### src/rtl/smp_timer_unit.sv
// SMP I/O-page timers: two 8 kHz timers (T0, T1) and one 64 kHz timer (T2).
// Each timer has an 8-bit stage-2 divider and a 4-bit output counter that clears when read.
// Bus handshake: an access is qualified only by CE=1. WE_N=0 means write; WE_N=1 with
// ADDR in $00FD..$00FF means read. There is no back-pressure.
module smp_timer_unit #(
  parameter int T01_DIV = 128,
  parameter int T2_DIV  = 16
) (
  input  logic        CLK,
  input  logic        RST_N,
  input  logic        CE,
  input  logic [15:0] ADDR,
  input  logic [7:0]  DI,
  input  logic        WE_N,
  output logic [7:0]  DO,
  output logic        DO_HIT,
  output logic [2:0]  TIMER_EN
);

  localparam int PW = (T01_DIV > 1) ? $clog2(T01_DIV) : 1;
  localparam logic [PW-1:0] P_LAST  = PW'(T01_DIV - 1);
  localparam logic [PW-1:0] P2_MASK = PW'(T2_DIV - 1);

  logic [PW-1:0] presc_q, presc_d;
  logic [2:0]    en_q, en_d;
  logic [7:0]    stage_q [3];
  logic [7:0]    stage_d [3];
  logic [7:0]    div_q   [3];
  logic [7:0]    div_d   [3];
  logic [3:0]    out_q   [3];
  logic [3:0]    out_d   [3];
  logic [7:0]    nxt     [3];

  logic       wr, rd, ctrl_wr, tick01, tick2;
  logic [2:0] tick, div_wr, rd_sel, en_rise;

  assign wr      = CE & ~WE_N;
  assign DO_HIT  = (ADDR == 16'h00FD) || (ADDR == 16'h00FE) || (ADDR == 16'h00FF);
  assign rd      = CE & WE_N & DO_HIT;
  assign ctrl_wr = wr && (ADDR == 16'h00F1);

  assign tick01 = CE && (presc_q == P_LAST);
  assign tick2  = CE && ((presc_q & P2_MASK) == P2_MASK);
  assign tick   = {tick2, tick01, tick01};

  assign presc_d  = CE ? presc_q + PW'(1) : presc_q;
  assign en_d     = ctrl_wr ? DI[2:0] : en_q;
  assign en_rise  = ctrl_wr ? (DI[2:0] & ~en_q) : 3'b000;
  assign TIMER_EN = en_q;

  always_comb begin
    for (int n = 0; n < 3; n++) begin
      div_wr[n]  = wr && (ADDR == (16'h00FA + 16'(n)));
      rd_sel[n]  = rd && (ADDR == (16'h00FD + 16'(n)));
      nxt[n]     = stage_q[n] + 8'd1;
      div_d[n]   = div_wr[n] ? DI : div_q[n];
      stage_d[n] = stage_q[n];
      out_d[n]   = rd_sel[n] ? 4'h0 : out_q[n];
      if (en_rise[n]) begin
        // A fresh enable restarts the timer; no tick is counted in this cycle.
        stage_d[n] = 8'h00;
        out_d[n]   = 4'h0;
      end else if (en_q[n] && tick[n]) begin
        if (nxt[n] == div_q[n]) begin
          stage_d[n] = 8'h00;
          // A coincident read still keeps this increment.
          out_d[n]   = rd_sel[n] ? 4'h1 : out_q[n] + 4'h1;
        end else begin
          stage_d[n] = nxt[n];
        end
      end
    end
  end

  always_comb begin
    DO = 8'h00;
    case (ADDR)
      16'h00FD: DO = {4'h0, out_q[0]};
      16'h00FE: DO = {4'h0, out_q[1]};
      16'h00FF: DO = {4'h0, out_q[2]};
      default:  DO = 8'h00;
    endcase
  end

  always_ff @(posedge CLK) begin
    if (!RST_N) begin
      presc_q <= '0;
      en_q    <= 3'b000;
      for (int n = 0; n < 3; n++) begin
        stage_q[n] <= 8'h00;
        div_q[n]   <= 8'h00;
        out_q[n]   <= 4'h0;
      end
    end else begin
      presc_q <= presc_d;
      en_q    <= en_d;
      for (int n = 0; n < 3; n++) begin
        stage_q[n] <= stage_d[n];
        div_q[n]   <= div_d[n];
        out_q[n]   <= out_d[n];
      end
    end
  end

endmodule

### config.mk
export PLATFORM = sky130hd
export DESIGN_NAME = smp_timer_unit
export DESIGN_NICKNAME = d
export VERILOG_FILES = /design/src/rtl/smp_timer_unit.sv
export SDC_FILE = /design/constraint.sdc
export NUM_CORES = 1
export LEC_CHECK = 0
export CAP_MARGIN = 20
export CORE_MARGIN = 2
export CORE_UTILIZATION = 40
export DETAILED_ROUTE_END_ITERATION = 8
export GPL_TIMING_DRIVEN = 0
export PLACE_DENSITY = 0.73
export SLEW_MARGIN = 10
export SYNTH_ARGS = -nofsm -noshare
export SYNTH_HDL_FRONTEND = slang
export SYNTH_SLANG_ARGS = --single-unit
### constraint.sdc
create_clock -name CLK -period 2.6 [get_ports CLK]
set_input_delay 0.39 -clock CLK [delete_from_list [all_inputs] [get_ports CLK]]
set_output_delay 0.39 -clock CLK [all_outputs]
set_load 0.02 [all_outputs]
==> out/qor.csv <==
stage;metric;value;unit
synthesis;synthesis warning total;0;
routing;final routed wirelength across all metal layers;8.99;mm
routing;routed via count;3358;
routing;initial DRC count;90;
synthesis;most frequently used flop master after synthesis;sky130_fd_sc_hd__dfxtp_1;
critical_path;kind of critical path;reg2reg;
routing;post-detailed-route DRC marker count;0;
routing;met2 layer wire length in the routed design;4.53;mm
global_routing;global-route wire length before repair;15.3;mm
layout;proportion of layout cells with a drive suffix above 1;0.124;
pwr;standby leakage power;0.00176;uW
synthesis;synth top area cells;sky130_fd_sc_hd__dfxtp_1, sky130_fd_sc_hd__mux2i_1, sky130_fd_sc_hd__nor2_1;
layout;final instance area;4770;sq um
sta;min cycle time layout;2.53;ns
synthesis;instance count of the mapped netlist;461;
critical_path;Worst Path Arrival;2.82;ns
global_routing;global route total overflow;0;
sta;slew at the pin closest to its max-slew limit;0.869;ns
sta;worst hold-check slack;0.329;ns
critical_path;Worst Setup EP;out_q[0][7];
critical_path;worst reg2reg setup slack;0.07;ns
pwr;total power divided by cell area;462;nW/um^2
clocking;Clock Sinks;70;
sta;Final Max Slew Viols;0;
critical_path;CP Launch Type;flip-flop;
outcome;result of the run;finished clean;
synthesis;top-count cell post-synth;sky130_fd_sc_hd__dfxtp_1;
synthesis;synthesized cell area;3900;sq um
global_routing;number of antenna violations at the first check in global routing;0;
routing;total iterations of the first detailed-routing run;5;
critical_path;depth of the worst register-to-register path;8;
critical_path;Critical Path Source;presc_q[0];
critical_path;sort of element at the end of the critical path;flip-flop;
layout;Area Overhead vs Synth;22.4;%
synthesis;library cells used by synthesis;59;
synthesis;EDFF count, synth;0;
die;Ports;40;
critical_path;Max FO, Critical Path;6;
sta;max_slew headroom;0.419;
clocking;CTS tree;built;
die;num rows;36;
synthesis;leading post-synthesis cells by instance count;sky130_fd_sc_hd__dfxtp_1, sky130_fd_sc_hd__nor2_1, sky130_fd_sc_hd__mux2i_1;
critical_path;Req. time, crit path;2.89;ns
clocking;worst skew pair latency;0.36;ns
die;Placeable Area;9590;sq um
global_routing;pin count of the biggest net entering global routing;15;
clocking;CTS Buffer Depth;2;
routing;wire length on met3;289;um
job;max-cap check violation count;0;
routing;routed length per placed instance;13.9;um
sta;share of the cycle needed by the critical path after routing;0.971;
synthesis;sequential area share after synthesis;0.359;
layout;multi-input logic area;2430;sq um
global_routing;total global routing track utilization;0.184;
routing;routed length on met1;4.03;mm
synthesis;syn_area_per_cell;8.46;sq um
layout;Filler Cell Count;922;
routing;top metal layer carrying routed signals;met4;
layout;fin util;0.497;
die;die height;103;um
synthesis;fraction of synthesis flops using an asynchronous set or reset pin;0;
critical_path;R2R Path End;out_q[0][7];
sta;final setup fails;0;
clocking;clock transition time at the flip-flop clock pins of the worst setup and hold paths;0.08;ns
placed_design;cell area reported after detailed placement;4410;sq um
placed_design;weighted congestion reported at the end of routability-driven placement;0.924;
sta;maximum clock frequency;396;MHz
die;Die X;103;um
sta;setup repair after global routing missed its margin;no;
layout;diode count;0;
clocking;TritonCTS buffer count;9;
die;die area;10600;sq um
global_routing;number of global-route vias before repair;3297;
die;Starting Density;0.406;
layout;total area of sequential cells;1410;sq um
synthesis;cell accounting for the most synthesized area;sky130_fd_sc_hd__dfxtp_1;
placed_design;PortBufs;33;
sta;Hold Violations, Final;0;
synthesis;flip-flop and latch count after synthesis;70;
pwr;IR Drop Worst-Case VDD;0.000292;V
routing;average vias per placed instance;5.18;
min_path;worst min path class;in2reg;
min_path;number of instances on the worst hold path;3;
synthesis;area fraction of the dominant cell type after synthesis;0.359;
critical_path;reg2reg start;presc_q[0];
sta;worst clock skew;0.0144;ns
layout;post-layout net count;545;
sta;sum of negative setup slack;0;ns
placed_design;half-perimeter wire length of the detailed placement result;6.65;mm
clocking;deepest level of the CTS H-tree;3;
routing;antenna-violating nets left;0;
clocking;Root Driver;sky130_fd_sc_hd__clkbuf_8;
[cells by family after synthesis]
| kind of cell | count (synthesis) | share of synthesized area |
|---|---|---|
| xor+xnor | 49 | 0.110 |
| flops | 70 | 0.359 |
| mux | 37 | 0.0966 |
| simple gates | 203 | 0.272 |
| buf+inv | 35 | 0.0427 |
| other cells | 1 | 0.000962 |
| compound gates | 59 | 0.0960 |
| fa+ha+maj | 7 | 0.0225 |
[stage by stage]
stage	setup slack (ns)	power [uW]	instances
2_1_floorplan	0.132	1150	464
3_3_place_gp	-0.461	1210	630
3_5_place_dp	-0.538	1210	630
4_1_cts	0.00749	2230	648
5_1_grt	0.00320	2280	648
6_report	0.0744	2210	648
[worst min-delay path by stage]
stage           startpoint  slack, ns           to
6_report                CE       0.33   presc_q[0]
5_1_grt                 CE       0.35   presc_q[1]
4_1_cts                 CE       0.32   presc_q[0]
3_5_place_dp   out_q[0][1]       0.49  out_q[0][1]
3_3_place_gp   out_q[0][7]       0.48  out_q[0][7]
2_1_floorplan  out_q[0][3]       0.45  out_q[0][3]
[sequential cells by signal, indices dropped and copies added, names as in the netlist]
register  cells
TIMER_EN      3
div_q        24
out_q        12
presc_q       7
stage_q      24
[layer usage]
layer | vias to the layer above | track usage
li1 | 1707 | -
met1 | 1588 | 0.224
met2 | 51 | 0.322
met3 | 12 | 0.0441
met4 | 0 | 0.0574
met5 | - | 0
[placed cells by master, fill, tap and decap left out, types with 4 or more instances in the layout]
cell type	instances
sky130_fd_sc_hd__ha_1	5
sky130_fd_sc_hd__dfxtp_2	4
sky130_fd_sc_hd__clkdlybuf4s50_1	27
sky130_fd_sc_hd__conb_1	4
sky130_fd_sc_hd__mux2i_1	32
sky130_fd_sc_hd__o21ai_0	14
sky130_fd_sc_hd__nand2_1	27
sky130_fd_sc_hd__dlymetal6s2s_1	5
sky130_fd_sc_hd__a21oi_1	17
sky130_fd_sc_hd__xnor2_1	26
sky130_fd_sc_hd__dfxtp_1	66
sky130_fd_sc_hd__clkbuf_8	9
sky130_fd_sc_hd__or3_1	8
sky130_fd_sc_hd__a31oi_1	4
sky130_fd_sc_hd__nand3_1	15
sky130_fd_sc_hd__and2_1	6
sky130_fd_sc_hd__inv_1	12
sky130_fd_sc_hd__buf_4	8
sky130_fd_sc_hd__nand2b_1	11
sky130_fd_sc_hd__nor2_1	69
sky130_fd_sc_hd__and3_1	9
sky130_fd_sc_hd__nand4_1	9
sky130_fd_sc_hd__nor3_1	13
sky130_fd_sc_hd__xor2_1	23
sky130_fd_sc_hd__clkbuf_1	7
sky130_fd_sc_hd__nor3b_1	4
sky130_fd_sc_hd__mux2_2	5
sky130_fd_sc_hd__a22oi_1	4
[area by class of cell]
| type | count | share of cell area |
|---|---|---|
| tap | 133 | 0.0349 |
| multi-input combinational | 359 | 0.510 |
| buffer | 19 | 0.0239 |
| clock inverter | 7 | 0.0215 |
| sequential | 70 | 0.295 |
| timing repair buffer | 38 | 0.0789 |
| inverter | 13 | 0.0102 |
| clock buffer | 9 | 0.0260 |
[what timing repair did]
item | CTS | global route
hold endpoints to repair | 0 | 0
endpoints found under the setup margin | 18 | 11
pin swaps | 4 | 7
hold buffers | 0 | 0
resized for setup | 12 | 16
buffers inserted | 3 | 1
[report_power, final]
part / leakage (uW) / internal [uW] / switching, uW
clock: 0.000111 / 551 / 460
combinational: 0.00109 / 58.6 / 58.2
sequential: 0.000566 / 1070 / 3.39
total: 0.00176 / 1680 / 521
[critical path, stage by stage (launching register included)]
cell	delay, ns
sky130_fd_sc_hd__dfxtp_2	0.36
sky130_fd_sc_hd__ha_4	0.14
sky130_fd_sc_hd__and4_1	0.20
sky130_fd_sc_hd__buf_6	0.13
sky130_fd_sc_hd__nand2_4	0.08
sky130_fd_sc_hd__or4_4	0.53
sky130_fd_sc_hd__or4_4	0.55
sky130_fd_sc_hd__or3_4	0.35
sky130_fd_sc_hd__a21oi_2	0.13
(Power assumes the default switching activity.)
